### src/rtl/ldst_mem_unit_pkg.sv
// rtl/ldst_mem_unit_pkg.sv - shared types and lane constants for the load/store memory unit
package ldst_mem_unit_pkg;

  typedef enum logic [1:0] {
    IDLE   = 2'd0,
    ACCESS = 2'd1,
    DRAIN  = 2'd2,
    RESP   = 2'd3
  } ldst_state_t;

  typedef enum logic [2:0] {
    LB  = 3'b000,
    LH  = 3'b001,
    LW  = 3'b010,
    LBU = 3'b100,
    LHU = 3'b101
  } load_funct3_t;

  typedef enum logic [2:0] {
    SB = 3'b000,
    SH = 3'b001,
    SW = 3'b010
  } store_funct3_t;

  localparam logic [3:0] MBE_B = 4'b0001;
  localparam logic [3:0] MBE_H = 4'b0011;
  localparam logic [3:0] MBE_W = 4'b1111;

endpackage

### src/rtl/ldst_mem_unit_if.sv
// rtl/ldst_mem_unit_if.sv - LSQ request, data-memory port and CDB result bundle
interface ldst_mem_unit_if #(
  parameter int TAG_W = 4
) ();

  logic             flush;
  logic             req_valid;
  logic             req_ready;
  logic             req_is_store;
  logic [2:0]       req_funct3;
  logic [31:0]      req_addr;
  logic [31:0]      req_wdata;
  logic [TAG_W-1:0] req_tag;
  logic             dmem_read;
  logic             dmem_write;
  logic [31:0]      dmem_address;
  logic [31:0]      dmem_wdata;
  logic [3:0]       dmem_mbe;
  logic [31:0]      dmem_rdata;
  logic             dmem_resp;
  logic             res_valid;
  logic             res_ready;
  logic [TAG_W-1:0] res_tag;
  logic [31:0]      res_data;
  logic             res_is_store;
  logic             res_fault;

  modport master (
    output flush, req_valid, req_is_store, req_funct3, req_addr, req_wdata, req_tag,
    output dmem_rdata, dmem_resp, res_ready,
    input  req_ready, dmem_read, dmem_write, dmem_address, dmem_wdata, dmem_mbe,
    input  res_valid, res_tag, res_data, res_is_store, res_fault
  );

  modport slave (
    input  flush, req_valid, req_is_store, req_funct3, req_addr, req_wdata, req_tag,
    input  dmem_rdata, dmem_resp, res_ready,
    output req_ready, dmem_read, dmem_write, dmem_address, dmem_wdata, dmem_mbe,
    output res_valid, res_tag, res_data, res_is_store, res_fault
  );

endinterface

### src/rtl/ldst_mem_unit_align.sv
// rtl/ldst_mem_unit_align.sv - byte-lane encode for stores, extract/extend for loads, fault detect
module ldst_mem_unit_align
  import ldst_mem_unit_pkg::*;
(
  input  logic        i_is_store,
  input  logic [2:0]  i_funct3,
  input  logic [1:0]  i_off,
  input  logic [31:0] i_wdata,
  input  logic [31:0] i_rdata,
  output logic [3:0]  o_mbe,
  output logic [31:0] o_wdata,
  output logic [31:0] o_ldata,
  output logic        o_fault
);

  logic [31:0] w_shift;
  logic        w_legal;

  always_comb begin
    w_shift = i_rdata >> {i_off, 3'b000};
    w_legal = i_is_store ? (i_funct3 <= SW)
                         : (i_funct3 != 3'b011 && i_funct3 < 3'b110);
    o_mbe   = 4'b0000;
    o_wdata = 32'h0;
    o_ldata = 32'h0;
    o_fault = !w_legal;

    // funct3[1:0] carries the access size for both loads and stores
    case (i_funct3[1:0])
      2'b00: begin
        o_mbe   = MBE_B << i_off;
        o_wdata = {4{i_wdata[7:0]}};
      end
      2'b01: begin
        o_mbe   = MBE_H << i_off;
        o_wdata = {2{i_wdata[15:0]}};
        o_fault = o_fault | i_off[0];
      end
      2'b10: begin
        o_mbe   = MBE_W;
        o_wdata = i_wdata;
        o_fault = o_fault | (|i_off);
      end
      default: o_fault = 1'b1;
    endcase

    case (i_funct3)
      LB:      o_ldata = {{24{w_shift[7]}}, w_shift[7:0]};
      LH:      o_ldata = {{16{w_shift[15]}}, w_shift[15:0]};
      LW:      o_ldata = w_shift;
      LBU:     o_ldata = {24'h0, w_shift[7:0]};
      LHU:     o_ldata = {16'h0, w_shift[15:0]};
      default: o_ldata = 32'h0;
    endcase
  end

endmodule

### src/rtl/ldst_mem_unit.sv
// rtl/ldst_mem_unit.sv - single-op load/store executor: FSM plus op and result registers
module ldst_mem_unit
  import ldst_mem_unit_pkg::*;
#(
  parameter int TAG_W = 4
) (
  input  logic          clk,
  input  logic          rst,
  ldst_mem_unit_if.slave bus
);

  ldst_state_t      r_state;
  ldst_state_t      w_next_state;
  logic             r_is_store;
  logic [2:0]       r_funct3;
  logic [31:0]      r_addr;
  logic [3:0]       r_mbe;
  logic [31:0]      r_wdata;
  logic [TAG_W-1:0] r_tag;
  logic             r_fault;
  logic [31:0]      r_data;

  logic             w_accept;
  logic             w_al_is_store;
  logic [2:0]       w_al_funct3;
  logic [1:0]       w_al_off;
  logic [3:0]       w_mbe;
  logic [31:0]      w_wdata;
  logic [31:0]      w_ldata;
  logic             w_fault;

  assign w_accept = (r_state == IDLE) && bus.req_valid && !bus.flush;

  // One aligner serves both phases: request fields while idle, latched op afterwards
  assign w_al_is_store = (r_state == IDLE) ? bus.req_is_store   : r_is_store;
  assign w_al_funct3   = (r_state == IDLE) ? bus.req_funct3     : r_funct3;
  assign w_al_off      = (r_state == IDLE) ? bus.req_addr[1:0]  : r_addr[1:0];

  ldst_mem_unit_align u_align (
    .i_is_store (w_al_is_store),
    .i_funct3   (w_al_funct3),
    .i_off      (w_al_off),
    .i_wdata    (bus.req_wdata),
    .i_rdata    (bus.dmem_rdata),
    .o_mbe      (w_mbe),
    .o_wdata    (w_wdata),
    .o_ldata    (w_ldata),
    .o_fault    (w_fault)
  );

  always_ff @(posedge clk) begin
    if (rst) r_state <= IDLE;
    else     r_state <= w_next_state;
  end

  always_comb begin
    w_next_state = r_state;
    case (r_state)
      IDLE:   if (w_accept) w_next_state = w_fault ? RESP : ACCESS;
      ACCESS: begin
        if (bus.flush)          w_next_state = bus.dmem_resp ? IDLE : DRAIN;
        else if (bus.dmem_resp) w_next_state = RESP;
      end
      DRAIN:  if (bus.dmem_resp) w_next_state = IDLE;
      RESP:   if (bus.flush || bus.res_ready) w_next_state = IDLE;
      default: w_next_state = IDLE;
    endcase
  end

  always_ff @(posedge clk) begin
    if (rst) begin
      r_is_store <= 1'b0;
      r_funct3   <= 3'b000;
      r_addr     <= 32'h0;
      r_mbe      <= 4'b0000;
      r_wdata    <= 32'h0;
      r_tag      <= '0;
      r_fault    <= 1'b0;
      r_data     <= 32'h0;
    end else if (w_accept) begin
      r_is_store <= bus.req_is_store;
      r_funct3   <= bus.req_funct3;
      r_addr     <= bus.req_addr;
      r_mbe      <= w_fault ? 4'b0000 : w_mbe;
      r_wdata    <= (bus.req_is_store && !w_fault) ? w_wdata : 32'h0;
      r_tag      <= bus.req_tag;
      r_fault    <= w_fault;
      r_data     <= 32'h0;
    end else if (r_state == ACCESS && bus.dmem_resp && !bus.flush) begin
      r_data     <= r_is_store ? 32'h0 : w_ldata;
    end
  end

  always_comb begin
    bus.req_ready    = (r_state == IDLE);
    bus.dmem_read    = (r_state == ACCESS || r_state == DRAIN) && !r_is_store;
    bus.dmem_write   = (r_state == ACCESS || r_state == DRAIN) && r_is_store;
    bus.dmem_address = {r_addr[31:2], 2'b00};
    bus.dmem_wdata   = r_wdata;
    bus.dmem_mbe     = r_mbe;
    bus.res_valid    = (r_state == RESP);
    bus.res_tag      = r_tag;
    bus.res_data     = r_data;
    bus.res_is_store = r_is_store;
    bus.res_fault    = r_fault;
  end

endmodule

### src/flat_wrapper.sv
// flat-port wrapper written by rule: the top's interface ports become plain ports
module ldst_mem_unit_flat import ldst_mem_unit_pkg::*;
#(
  parameter int TAG_W = 4
)
  (clk, rst, bus_flush, bus_req_valid, bus_req_is_store, bus_req_funct3, bus_req_addr, bus_req_wdata, bus_req_tag, bus_dmem_rdata, bus_dmem_resp, bus_res_ready, bus_req_ready, bus_dmem_read, bus_dmem_write, bus_dmem_address, bus_dmem_wdata, bus_dmem_mbe, bus_res_valid, bus_res_tag, bus_res_data, bus_res_is_store, bus_res_fault);
  ldst_mem_unit_if #(.TAG_W(TAG_W)) bus_i ();
  input  logic clk;
  input  logic rst;
  input wire logic [$bits(bus_i.flush)-1:0] bus_flush;
  input wire logic [$bits(bus_i.req_valid)-1:0] bus_req_valid;
  input wire logic [$bits(bus_i.req_is_store)-1:0] bus_req_is_store;
  input wire logic [$bits(bus_i.req_funct3)-1:0] bus_req_funct3;
  input wire logic [$bits(bus_i.req_addr)-1:0] bus_req_addr;
  input wire logic [$bits(bus_i.req_wdata)-1:0] bus_req_wdata;
  input wire logic [$bits(bus_i.req_tag)-1:0] bus_req_tag;
  input wire logic [$bits(bus_i.dmem_rdata)-1:0] bus_dmem_rdata;
  input wire logic [$bits(bus_i.dmem_resp)-1:0] bus_dmem_resp;
  input wire logic [$bits(bus_i.res_ready)-1:0] bus_res_ready;
  output wire logic [$bits(bus_i.req_ready)-1:0] bus_req_ready;
  output wire logic [$bits(bus_i.dmem_read)-1:0] bus_dmem_read;
  output wire logic [$bits(bus_i.dmem_write)-1:0] bus_dmem_write;
  output wire logic [$bits(bus_i.dmem_address)-1:0] bus_dmem_address;
  output wire logic [$bits(bus_i.dmem_wdata)-1:0] bus_dmem_wdata;
  output wire logic [$bits(bus_i.dmem_mbe)-1:0] bus_dmem_mbe;
  output wire logic [$bits(bus_i.res_valid)-1:0] bus_res_valid;
  output wire logic [$bits(bus_i.res_tag)-1:0] bus_res_tag;
  output wire logic [$bits(bus_i.res_data)-1:0] bus_res_data;
  output wire logic [$bits(bus_i.res_is_store)-1:0] bus_res_is_store;
  output wire logic [$bits(bus_i.res_fault)-1:0] bus_res_fault;
  assign bus_i.flush = bus_flush;
  assign bus_i.req_valid = bus_req_valid;
  assign bus_i.req_is_store = bus_req_is_store;
  assign bus_i.req_funct3 = bus_req_funct3;
  assign bus_i.req_addr = bus_req_addr;
  assign bus_i.req_wdata = bus_req_wdata;
  assign bus_i.req_tag = bus_req_tag;
  assign bus_i.dmem_rdata = bus_dmem_rdata;
  assign bus_i.dmem_resp = bus_dmem_resp;
  assign bus_i.res_ready = bus_res_ready;
  assign bus_req_ready = bus_i.req_ready;
  assign bus_dmem_read = bus_i.dmem_read;
  assign bus_dmem_write = bus_i.dmem_write;
  assign bus_dmem_address = bus_i.dmem_address;
  assign bus_dmem_wdata = bus_i.dmem_wdata;
  assign bus_dmem_mbe = bus_i.dmem_mbe;
  assign bus_res_valid = bus_i.res_valid;
  assign bus_res_tag = bus_i.res_tag;
  assign bus_res_data = bus_i.res_data;
  assign bus_res_is_store = bus_i.res_is_store;
  assign bus_res_fault = bus_i.res_fault;
  ldst_mem_unit #(.TAG_W(TAG_W)) u_core (.clk(clk), .rst(rst), .bus(bus_i));
endmodule
### config.mk
export PLATFORM = sky130hd
export DESIGN_NAME = ldst_mem_unit_flat
export DESIGN_NICKNAME = d
export VERILOG_FILES = /design/src/rtl/ldst_mem_unit_pkg.sv /design/src/rtl/ldst_mem_unit_if.sv /design/src/rtl/ldst_mem_unit_align.sv /design/src/rtl/ldst_mem_unit.sv /design/src/flat_wrapper.sv
export SDC_FILE = /design/constraint.sdc
export NUM_CORES = 1
export LEC_CHECK = 0
export BUFFER_PORTS_ARGS = -buffer_cell sky130_fd_sc_hd__buf_2
export CAP_MARGIN = 10
export CORE_UTILIZATION = 44
export CTS_BUF_LIST = sky130_fd_sc_hd__clkbuf_16
export CTS_CLUSTER_SIZE = 40
export DETAILED_ROUTE_END_ITERATION = 10
export PLACE_DENSITY = 0.77
export SETUP_SLACK_MARGIN = 0.4
export SKIP_CTS_REPAIR_TIMING = 1
export SLEW_MARGIN = 15
export SYNTH_ARGS = -nofsm -noshare
export SYNTH_HDL_FRONTEND = slang
export SYNTH_SLANG_ARGS = --single-unit
export TNS_END_PERCENT = 50
### constraint.sdc
create_clock -name clk -period 2.48 [get_ports clk]
set_clock_uncertainty 0.2 [all_clocks]
set_input_delay 0.496 -clock clk [delete_from_list [all_inputs] [get_ports clk]]
set_output_delay 0.496 -clock clk [all_outputs]
set_load 0.02 [all_outputs]
-- After elaboration in Yosys (flattened, before gate mapping)
Cells that the tools add are included.
- bits in registers: 111
- bits of input ports: 110
- word-level logic and storage cells: 69
- magnitude comparators: 2
- equality and inequality tests: 14
- shift operators: 3
- mux-type cells: 19
- bitwise logic cells: 2
- reductions and logical operators: 20
- operators with widths (kind ; number):
    32-bit case mux with 5 select lines ; 1
    32-bit case mux with 3 select lines ; 1
    32-bit 2-to-1 mux ; 2
    32-bit by 5-bit right shift with 32-bit output ; 1
    2-bit 2-to-1 mux ; 8
    4-bit case mux with 3 select lines ; 1
    1-bit logical AND ; 8
    2-bit case mux with 4 select lines ; 1
    2-bit equality test (second input constant) ; 3
    3-bit equality test (second input constant) ; 2
    2-bit by 1-bit equality test with 1-bit output (second input constant) ; 2
    1-bit zero test ; 4
    2-bit zero test ; 2
    4-bit 2-to-1 mux ; 1
    2-bit by 1-bit != test with 1-bit output (second input constant) ; 2
    4-bit AND reduction ; 1
    2-bit OR reduction ; 2
    1-bit by 2-bit << shifter with 4-bit output (first input constant) ; 1
    2-bit by 2-bit << shifter with 4-bit output (first input constant) ; 1
    3-bit by 1-bit equality test with 1-bit output (second input constant) ; 1
    3-bit by 2-bit equality test with 1-bit output (second input constant) ; 1
    3-bit by 2-bit <= comparator with 1-bit output (second input constant) ; 1
    3-bit zero test ; 1
    3-bit less-than comparator (second input constant) ; 1
    other kinds (8) ; 11

-- Longest topological paths before layout
Gate-level depths: netlist of run 1.
- word-level depth: 11
- depth in mapped cells: 11
- mapped depth without buffers: 7

-- Modules after synthesis
From an unflattened synthesis of run 1, not the netlist that was laid out.
- cells, all modules: 590
- area total of the unflattened synthesis: 5390.2 µm²
- modules (own cells, without submodules) (module ; instances ; cells each ; area each (µm²)):
    ldst_mem_unit ; 1 ; 385 ; 4092.7
    ldst_mem_unit_align ; 1 ; 205 ; 1297.5

-- Worst setup path before layout of run 1
No wires, ideal clock.
- kind: register -> register
- start: register u_core.r_state[0]
- end: register u_core.r_data[29], in the netlist u_core.bus.res_data[29]
- setup time: 0.122 ns
- arrival: 2.137 ns
- required time: 2.158 ns
- setup slack: 0.022 ns
- cell stages (with the launch flop): 10
- buffers on the path: 2
- path through: dfxtp_1 > inv_1 > ha_1 > buf_6 > mux2_4 > nor2_4 > a2111oi_1 > o2111a_2 > buf_6 > a221o_1
- word-level cells in the longest chain between the ends: 5
- elaborated cells on any way between the ends: 17
- RTL lines (what ; line ; RTL):
    start: declaration ; ldst_mem_unit.sv:12 ; ldst_state_t r_state;
    start signal: assignment ; ldst_mem_unit.sv:53 ; else r_state <= w_next_state;
    2-bit zero test (*) ; - ;
    net bus_req_ready ; flat_wrapper.sv:20 ; output wire logic [$bits(bus_i.req_ready)-1:0] bus_req_ready;
    2-bit 2-to-1 mux / 3-bit 2-to-1 mux (equally long branches) ; ldst_mem_unit.sv:37, ldst_mem_unit.sv:36 ;
    32-bit by 5-bit right shift with 32-bit output, or another cell as far along ; ldst_mem_unit_align.sv:20 ; w_shift = i_rdata >> {i_off, 3'b000};
    32-bit case mux with 5 select lines ; ldst_mem_unit_align.sv:47 ; case (i_funct3)
    32-bit 2-to-1 mux ; ldst_mem_unit.sv:90 ; r_data <= r_is_store ? 32'h0 : w_ldata;
    end signal: assignment ; ldst_mem_unit.sv:90 ;
    end: declaration ; ldst_mem_unit.sv:21 ; logic [31:0] r_data;
Mark *: on every way through the listed nets, which the timed path passes. The rest lies on a longest branch.
A chain may end at the register's enable or synchronous reset.

-- Worst setup path in the final report of run 1
- start: register u_core.r_state[1]
- end: register u_core.r_data[30], in the netlist u_core.bus.res_data[30]
- word-level cells in the longest chain between the ends: 5
- elaborated cells on any way between the ends: 17
- RTL lines (what ; line):
    2-bit zero test ; ldst_mem_unit.sv:32, ldst_mem_unit.sv:36, ldst_mem_unit.sv:37
    2-bit 2-to-1 mux / 3-bit 2-to-1 mux (equally long branches) ; ldst_mem_unit.sv:37, ldst_mem_unit.sv:36
    32-bit by 5-bit right shift with 32-bit output, or another cell as far along ; ldst_mem_unit_align.sv:20
    32-bit case mux with 5 select lines ; ldst_mem_unit_align.sv:47
    32-bit 2-to-1 mux ; ldst_mem_unit.sv:90
Several ways; a longest one is shown, not always the timed one.

==> run metrics, run 1 <==
hold path start=bus_req_wdata[23]; library cells used by synthesis=58; vias=5552; drt first pass iters=5; diode count=0; top-area cell type share of the netlist area=41.29%; Final min period=2.325 ns; largest net degree at the start of global routing=41; core area=11960 um2; pre-CTS setup slack=0.1127 ns; TNS Setup=0 ns; CTS Sinks=111; Mapped Cells=662; Max VDD drop=386.6 uV; PwrDens=870.9 nW/um2; initial antenna violation count=0; vias per std cell=5.481; Fmax=430.0 MHz; Hold Worst Slack=0.1699 ns; first-pass GRT wire length=24460 um; Max clock buf depth=2; Internal=3.949 mW; Die ar.=12680 um2; leakage power=3.394 nW; DRC viols=0; met3 WL post-DR=1231 um; register area share after synthesis=41.29%; Synth-to-Final Area Change=34.97%; met2 wire length=7888 um; total grt overflow=0; Worst-Margin Slew=0.6482 ns; DP Wirelength=11320 um; Arr. time, crit path=2.36 ns; worst-skew pair later-pin latency=0.34 ns; Synth async-reset ratio=0%; Placed Instance Area=6397 um2; status=completed; Syn Area/Cell=8.129 um2; Die Y-Extent=112.6 um; EDFF count, synth=0; P_sw=2.376 mW; ANT nets after route=0; # IOs=220; Hold Path Class=input pin to flip-flop; die width=112.6 um; Root Buffer Master=clkbuf_16; CP startpoint kind=flip-flop; Mapped Area=5381 um2; TritonCTS clock tree=done; GR Util All Layers=24.08%; Flop pwr share=32.0%; FF-to-FF setup slack=0.15 ns; Synth Register Bits=111; Synthesis Warnings=0; worst r2r src=u_core.r_state[1]; CP startpoint=u_core.r_state[1]; Final nets=975; CTS buffer count=9; crit path max fanout=16; initial drt markers=430; H-tree Lvls=3; Logic pwr share=43.2%; Primary FF master, synth=dfxtp_1; setup ws final=0.1547 ns; Max Slew Vio Count=0; Worst slew margin=56.74%; CP endpoint kind=flip-flop; Final Routed Wirelength=16510 um; Core Rows=40; commonest non-fill, non-tap cell in the layout=buf_2; Max Cap Violations=0; Top Layer Used=met4; RSZ-0062 raised after global routing=yes; crit share post-route=93.76%; Worst-path clk slew=0.08 ns; Starting Density=44.99%; hold worst-path end=u_core.bus.dmem_wdata[23]; Synth area leaders=dfxtp_1 41%, nand2_1 11%, a21oi_1 7.3%; area leader, netlist=dfxtp_1; final hold violation count=0; I/O Buffers=217; Final setup viols=0; share of cells above drive strength 1=38.91%; worst r2r dst=u_core.bus.res_data[30]; GPL Wtd Cong=0.8568; most frequent cells in the layout=217 x buf_2, 161 x nand2_1, 109 x dfxtp_1, 74 x a21oi_1, 28 x buf_4; fin util=60.72%; Crit Path Class=flip-flop to flip-flop; Switching Fraction=37.57%; CP required=2.51 ns; Hold Path Depth=2; Clock power frac=24.8%; number of global-route vias before repair=4895; Final Instance Area=7263 um2; post-DR wirelength/cell=16.30 um; met1 WL=7078 um; number of cells on the worst reg-to-reg path=10
logic make-up (layout without fill, tap and decap cells):
logic type / after synthesis / after routing / share of synthesized area [%]
simple gates: 253 / 253 / 20.48
buf+inv: 81 / 284 / 8.812
flops: 111 / 111 / 41.29
compound gates: 188 / 188 / 23.23
xor+xnor: 1 / 1 / 0.1628
fa+ha+maj: 4 / 4 / 0.9301
mux: 23 / 23 / 5.022
other cells: 1 / 2 / 0.06968
critical path: stages, from the launching register on:
cell      delay [ns]
dfxtp_2         0.35
inv_2           0.06
ha_4            0.17
buf_6           0.13
buf_4           0.13
buf_4           0.15
a31oi_1         0.32
nor3_1          0.11
o2111a_2        0.18
buf_12          0.15
a221o_1         0.26
per-layer routing:
layer / GRT usage (%) / vias to the layer above
li1: - / 2676
met1: 30.92 / 2580
met2: 39.59 / 270
met3: 5.238 / 26
met4: 8.978 / 0
met5: 0 / -
through the flow:
stage / power (mW) / std cells
6_report: 6.326 / 1013
5_1_grt: 6.642 / 1013
4_1_cts: 5.813 / 989
3_5_place_dp: 4.252 / 973
3_3_place_gp: 4.234 / 973
2_1_floorplan: 3.696 / 663
power groups by stage:
stage,Clock [mW],Sequential (mW),Combinational [mW]
after floorplan,0,2.14,1.55
after global placement,0,2.06,2.18
after detailed placement,0,2.06,2.19
after CTS,1.60,2.02,2.20
after global routing,1.67,2.04,2.93
final,1.57,2.03,2.73
worst max-delay path by stage:
stage	endpoint	slack [ns]	cells after the start
after CTS	u_core.bus.res_data[30]	0.10	6
after global placement	u_core.bus.res_data[30]	0.15	6
after detailed placement	u_core.bus.res_data[30]	0.11	6
after floorplan	u_core.bus.res_data[29]	0.21	9
final	u_core.bus.res_data[30]	0.15	10
after global routing	u_core.bus.res_data[29]	0.09	10
area by class of cell:
cell class / count / area, um2
Timing Repair Buffer: 261 / 1579
Clock inverter: 7 / 93.84
Multi-Input combinational cell: 471 / 2930
Tap cell: 147 / 183.9
Clock buffer: 9 / 225.2
Sequential cell: 111 / 2225
Inverter: 7 / 26.28
Fill cell: 1063 / 4698
cell usage after synthesis (3+ instances only):
master / number
mux2i_1: 18
buf_1: 7
o21ai_0: 14
nand3_1: 10
nand2_1: 163
buf_6: 4
buf_4: 34
nor2_4: 3
a211o_1: 8
a32oi_1: 7
mux2_4: 3
o21ai_1: 17
clkbuf_1: 19
a22oi_1: 10
ha_1: 4
nand2b_1: 6
dfxtp_1: 111
nor2_1: 33
or3_1: 3
o31a_1: 8
and2_1: 7
a21oi_1: 78
a22o_1: 8
a31oi_1: 3
nor3_1: 13
a211oi_1: 5
a221o_1: 14
buf_2: 10
inv_1: 6
sequential cells by signal, indices dropped and copies added (netlist names):
register / flops
u_core.bus.dmem_mbe: 4
u_core.bus.dmem_wdata: 32
u_core.bus.res_data: 32
u_core.bus.res_fault: 1
u_core.bus.res_is_store: 1
u_core.bus.res_tag: 4
u_core.r_addr: 32
u_core.r_funct3: 3
u_core.r_state: 2
No activity file was read; power rests on OpenSTA's default activity.
==> run 2: changes to the inputs <==
--- a/config.mk
+++ b/config.mk
@@ -7,15 +7,18 @@
 export LEC_CHECK = 0
 export BUFFER_PORTS_ARGS = -buffer_cell sky130_fd_sc_hd__buf_2
 export CAP_MARGIN = 10
-export CORE_UTILIZATION = 44
+export CELL_PAD_IN_SITES_DETAIL_PLACEMENT = 1
+export CELL_PAD_IN_SITES_GLOBAL_PLACEMENT = 2
+export CORE_UTILIZATION = 25
 export CTS_BUF_LIST = sky130_fd_sc_hd__clkbuf_16
 export CTS_CLUSTER_SIZE = 40
 export DETAILED_ROUTE_END_ITERATION = 10
-export PLACE_DENSITY = 0.77
+export PLACE_DENSITY_LB_ADDON = 0.1
 export SETUP_SLACK_MARGIN = 0.4
 export SKIP_CTS_REPAIR_TIMING = 1
 export SLEW_MARGIN = 15
 export SYNTH_ARGS = -nofsm -noshare
 export SYNTH_HDL_FRONTEND = slang
+export SYNTH_HIERARCHICAL = 1
 export SYNTH_SLANG_ARGS = --single-unit
 export TNS_END_PERCENT = 50
==> run metrics, run 2 <==
status=complete, but fails checks; failing checks=setup timing; PwrDens=958.3 nW/um2 (+10%); setup ws final=-0.2615 ns (-0.4162 ns); largest net degree at the start of global routing=78 (+90%); FF-to-FF setup slack=-0.26 ns (-0.42 ns); Synth-to-Final Area Change=40.65%; CTS buffer count=9 (unchanged); CP required=2.58 ns (+0.07 ns); Synth Register Bits=111 (unchanged); most frequent cells in the layout=217 x buf_2, 109 x dfxtp_1, 85 x a22o_1, 58 x a21oi_1, 50 x buf_4; Starting Density=25.56% (-19 points); CP startpoint kind=flip-flop; leakage power=3.499 nW (+3.1%); crit path max fanout=8 (-8); Fmax=364.8 MHz (-15%); Core Rows=53 (+33%); ANT nets after route=0 (unchanged); Hold Path Depth=2 (unchanged); Worst-path clk slew=0.09 ns (about the same); crit share post-route=110.5% (+17 points); Max Slew Vio Count=0 (unchanged); TNS Setup=-12.02 ns (-12.02 ns); count leader, synth=dfxtp_1; Final nets=923 (-5.3%); number of global-route vias before repair=5333 (+8.9%); Syn Area/Cell=9.136 um2 (+12%); library cells used by synthesis=42 (-28%); hold path start=bus_req_addr[23]; number of cells on the worst reg-to-reg path=12 (+2); first-pass GRT wire length=29330 um (+20%); Synth area leaders=dfxtp_1 41%, a22o_1 14%, a21oi_1 5.8%; Pwr Total=7.265 mW (+15%); core area=21090 um2 (+76%); Worst-Margin Slew=0.5299 ns (-0.1183 ns); hold worst-path end=u_core/r_addr[23]; Mapped Cells=590 (-11%); worst-skew pair later-pin latency=0.36 ns (+0.02 ns); Worst slew margin=64.67% (+7.9 points); worst r2r src=u_core/r_state[1]; H-tree Lvls=3 (unchanged); Root Buffer Master=clkbuf_16; Max Cap Violations=0 (unchanged); final hold violation count=0 (unchanged); vias per std cell=4.814 (-12%); Final min period=2.742 ns (+0.4162 ns); GPL Wtd Cong=0.7848 (-8.4%); CP endpoint kind=flip-flop; Max clock buf depth=2 (unchanged); initial antenna violation count=3 (+3); top-area cell type share of the netlist area=41.23% (-0.067 points); DP Wirelength=13850 um (+22%); commonest non-fill, non-tap cell in the layout=buf_2; Commonest cells post-synth=111 x dfxtp_1, 85 x a22o_1, 63 x a21oi_1; worst r2r dst=u_core/bus.dmem_wdata[0]; Synth async-reset ratio=0% (unchanged); area leader, netlist=dfxtp_1; GR Util All Layers=16.92% (-7.2 points); DRC viols=0 (unchanged); Final Routed Wirelength=19420 um (+18%); Hold Path Class=input pin to flip-flop; die width=148.8 um (+32%); Die Y-Extent=148.8 um (+32%); Arr. time, crit path=2.84 ns (+0.48 ns); I/O Buffers=217 (unchanged); post-DR wirelength/cell=17.89 um (+9.7%); total grt overflow=0 (unchanged); TritonCTS clock tree=done; initial drt markers=190 (-56%); Max VDD drop=353.2 uV (-8.7%); Synthesis Warnings=6 (+6); drt first pass iters=4 (-1); Die ar.=22150 um2 (+75%); CTS Sinks=111 (unchanged); EDFF count, synth=0 (unchanged); Mapped Area=5390 um2 (+0.16%); Fillers=2491 (+130%); share of cells above drive strength 1=45.24% (+6.3 points); vias=5228 (-5.8%); Primary FF master, synth=dfxtp_1; Final setup viols=64 (+64); RSZ-0062 raised after global routing=yes; Crit Path Class=flip-flop to flip-flop; register area share after synthesis=41.23% (-0.067 points); # IOs=220 (unchanged)
[run 2: changes by cell type in the layout (fill, tap and decap cells not counted), moves of 16 or more]
cell     previous run  this run
buf_4              28        50
nor2_1             26        42
nand2_1           161        30
a21oi_1            74        58
nor3b_1             1        21
a22o_1              8        85
[run 2: metrics by stage]
stage | instance area [um2] | utilization (%) | setup slack (ns) | hold slack (ns) | instances
finish | 7581 | 35.95 | -0.2615 | 0.1421 | 1086
global route | 7579 | 35.94 | -0.3738 | 0.1374 | 1085
CTS | 7184 | 34.07 | -0.4215 | 0.1289 | 1073
detailed placement | 6872 | 32.59 | -0.3968 | 0.2580 | 1057
global placement | 6872 | 32.59 | -0.3466 | 0.2558 | 1057
floorplan | 5479 | - | -0.3829 | 0.2450 | 591
[run 2: logic make-up after synthesis]
logic type	synth area share [%]
compound gates	27.25
simple gates	14.90
flops	41.23
buf+inv	9.517
mux	4.944
fa+ha+maj	2.089
other cells	0.06957
[run 2: power breakdown]
part	total [mW]	switching (mW)	leakage [nW]	internal, mW
Combinational	3.67	1.97	2.44	1.70
Sequential	2.03	0.0867	0.900	1.94
Clock	1.57	0.758	0.154	0.810
[run 2: metal layers]
layer | vias up | routed length (um) | share of wire [%] | track usage (%)
met5 | - | 13 | 0.067 | 0
met4 | 2 | 156 | 0.80 | 4.133
met3 | 13 | 1161 | 6.0 | 4.098
met2 | 141 | 9140 | 47 | 27.97
met1 | 2541 | 8951 | 46 | 22.04
li1 | 2531 | - | - | -
[run 2: how the worst max path moves through the flow]
stage | startpoint | slack [ns] | cells after the start | end
finish | u_core/r_state[1] | -0.26 | 12 | u_core/bus.dmem_wdata[0]
global route | u_core/r_state[1] | -0.37 | 14 | u_core/bus.dmem_wdata[30]
CTS | u_core/r_state[1] | -0.42 | 12 | u_core/bus.res_data[12]
detailed placement | u_core/r_state[1] | -0.40 | 11 | u_core/bus.res_data[17]
global placement | u_core/r_state[1] | -0.35 | 11 | u_core/bus.res_data[17]
floorplan | u_core/r_state[1] | -0.38 | 15 | u_core/bus.dmem_wdata[1]
[run 2: final cells by class]
cell class | count | area [um2] | share of cell area, %
Multi-Input combinational cell | 393 | 2955 | 38.98
Sequential cell | 111 | 2225 | 29.34
Timing Repair Buffer | 282 | 1705 | 22.50
Tap cell | 275 | 344.1 | 4.539
Clock buffer | 9 | 225.2 | 2.971
Clock inverter | 7 | 87.58 | 1.155
Inverter | 7 | 33.78 | 0.4456
Antenna cell | 2 | 5.005 | 0.06602
[run 2: critical path, cell delays in order, from the launching register on]
cell       delay, ns
dfxtp_2         0.34
inv_2           0.07
ha_4            0.18
mux2_4          0.35
ha_4            0.19
buf_6           0.11
a21o_1          0.15
a221oi_2        0.23
a21oi_2         0.09
and2b_1         0.24
and2_4          0.23
clkbuf_16       0.17
a22o_1          0.12
==> run 3: changes to the inputs <==
--- a/config.mk
+++ b/config.mk
@@ -21,4 +21,3 @@
 export SYNTH_HDL_FRONTEND = slang
 export SYNTH_HIERARCHICAL = 1
 export SYNTH_SLANG_ARGS = --single-unit
-export TNS_END_PERCENT = 50
==> run metrics, run 3 (same netlist as run 2, synthesis figures left out) <==
most frequent cells in the layout=217 x buf_2, 109 x dfxtp_1, 85 x a22o_1, 59 x a21oi_1, 48 x buf_4; vias=5183 (-0.86%); first-pass GRT wire length=28850 um (-1.6%); Worst path max stage delay=0.35 ns (about the same); largest net degree at the start of global routing=65 (-17%); DRC viols=0 (unchanged); post-DR wirelength/cell=17.83 um (-0.30%); Final Instance Area=7493 um2 (-1.2%); crit share post-route=111.3% (+0.72 points); share of cells above drive strength 1=43.32% (-1.9 points); CP endpoint kind=flip-flop; status=complete, but fails checks; # IOs=220 (unchanged); Max VDD drop=395.7 uV (+12%); initial antenna violation count=3 (unchanged); Root Buffer Master=clkbuf_16; Max stage delay cell, worst path=mux2_4; failing checks=setup timing; vias per std cell=4.777 (-0.77%); number of global-route vias before repair=5307 (-0.49%); Final Routed Wirelength=19350 um (-0.39%); Worst-Margin Slew=0.8380 ns (+0.3081 ns); Core Rows=53 (unchanged); initial drt markers=126 (-34%); Crit Path Class=flip-flop to flip-flop; CP required=2.59 ns (about the same); ANT nets after route=0 (unchanged); final hold violation count=0 (unchanged); leakage power=3.484 nW (-0.40%); die width=148.8 um (unchanged); TritonCTS clock tree=done; Starting Density=25.56% (unchanged); Synth-to-Final Area Change=39.02%; crit path max fanout=16 (+8); Final setup viols=66 (+3.1%); Max Cap Violations=0 (unchanged); Final min period=2.759 ns (+0.01797 ns); CP startpoint kind=flip-flop; Arr. time, crit path=2.87 ns (+0.03 ns); Worst slew margin=44.13% (-21 points); Worst-path clk slew=0.09 ns (about the same); Fmax=362.4 MHz (-0.65%); worst-skew pair later-pin latency=0.36 ns (about the same); ordered cell list for the critical path=inv_2, ha_4, mux2_4, inv_4, ha_4, buf_6, inv_4, a21o_1, a21oi_1, a21oi_1, and2b_1, and2_4, clkbuf_16, a22o_1; I/O Buffers=217 (unchanged); Die ar.=22150 um2 (unchanged); H-tree Lvls=3 (unchanged); RSZ-0062 raised after global routing=yes; Placed Instance Area=6848 um2 (-0.35%); setup ws final=-0.2795 ns (-0.01797 ns); CTS buffer count=9 (unchanged); CTS Sinks=111 (unchanged); core area=21090 um2 (unchanged); Hold Path Class=input pin to flip-flop; PwrDens=967.5 nW/um2 (+0.96%); GPL Wtd Cong=0.8446 (+7.6%); total grt overflow=0 (unchanged); Hold Path Depth=2 (unchanged); number of cells on the worst reg-to-reg path=14 (+2); DP Wirelength=13950 um (+0.76%); Final nets=922 (-0.11%); drt first pass iters=5 (+1); GR Util All Layers=16.69% (-0.23 points); Max clock buf depth=2 (unchanged); Max Slew Vio Count=0 (unchanged); Pwr Total=7.250 mW (-0.21%); Die Y-Extent=148.8 um (unchanged); commonest non-fill, non-tap cell in the layout=buf_2
-- run 3: changes by cell type in the layout (fill, tap and decap cells not counted), moves of 3 or more --
cell / delta
o21ai_1: +4
o21ai_0: -4
nor3b_1: +8
nor3b_2: -5
nor3b_4: -3
nand2_2: -3
-- run 3: report_power, final --
group / switching [mW] / leakage [nW] / total (mW) / internal, mW
clock: 0.774 / 0.149 / 1.49 / 0.718
combinational: 2.00 / 2.44 / 3.73 / 1.72
sequential: 0.0850 / 0.900 / 2.03 / 1.94
total: 2.86 / 3.48 / 7.25 / 4.39
-- run 3: metrics by stage --
step	hold WS (ns)	worst slack, ns	cells	utilization (%)	TNS, ns
after floorplan	0.2450	-0.3811	591	-	-14.58
after global placement	0.2554	-0.2399	1050	32.47	-9.533
after detailed placement	0.2601	-0.2652	1050	32.47	-12.27
after CTS	0.1192	-0.2809	1066	33.89	-13.17
after global routing	0.1229	-0.3893	1084	35.52	-19.88
final	0.1380	-0.2795	1085	35.53	-11.22
-- run 3: path summary, 6_finish.rpt --
kind                                           startpoint                   endpoint  slack (ns)
worst max register to register          u_core/r_state[0]   u_core/bus.dmem_wdata[7]       -0.28
worst min-delay path                     bus_req_addr[23]          u_core/r_addr[23]        0.14
worst min register to register  u_core/bus.dmem_wdata[20]  u_core/bus.dmem_wdata[20]        0.28
worst max-delay path                    u_core/r_state[0]   u_core/bus.dmem_wdata[7]       -0.28
-- run 3: worst max-delay path: cells and delay by family (launching register included) --
| kind | cells | cell delay, ns |
|---|---|---|
| mux | 1 | 0.35 |
| fa+ha+maj | 2 | 0.34 |
| compound gates | 4 | 0.61 |
| simple gates | 2 | 0.42 |
| buf+inv | 5 | 0.46 |
| flops | 1 | 0.33 |
-- run 3: cell type report --
type / instances / area (um2)
fill: 2494 / 13590
clock inverter: 7 / 72.57
tap: 275 / 344.1
inverter: 7 / 31.28
timing repair buffer: 280 / 1694
multi-input combinational: 394 / 2897
sequential: 111 / 2225
clock buffer: 9 / 225.2
antenna: 2 / 5.005
-- run 3: layer usage --
metal / GRT usage, % / part of all wire (%)
met4: 3.724 / 0.82
met1: 20.89 / 45
met5: 0 / 0.067
met3: 4.862 / 7.0
met2: 28.18 / 47
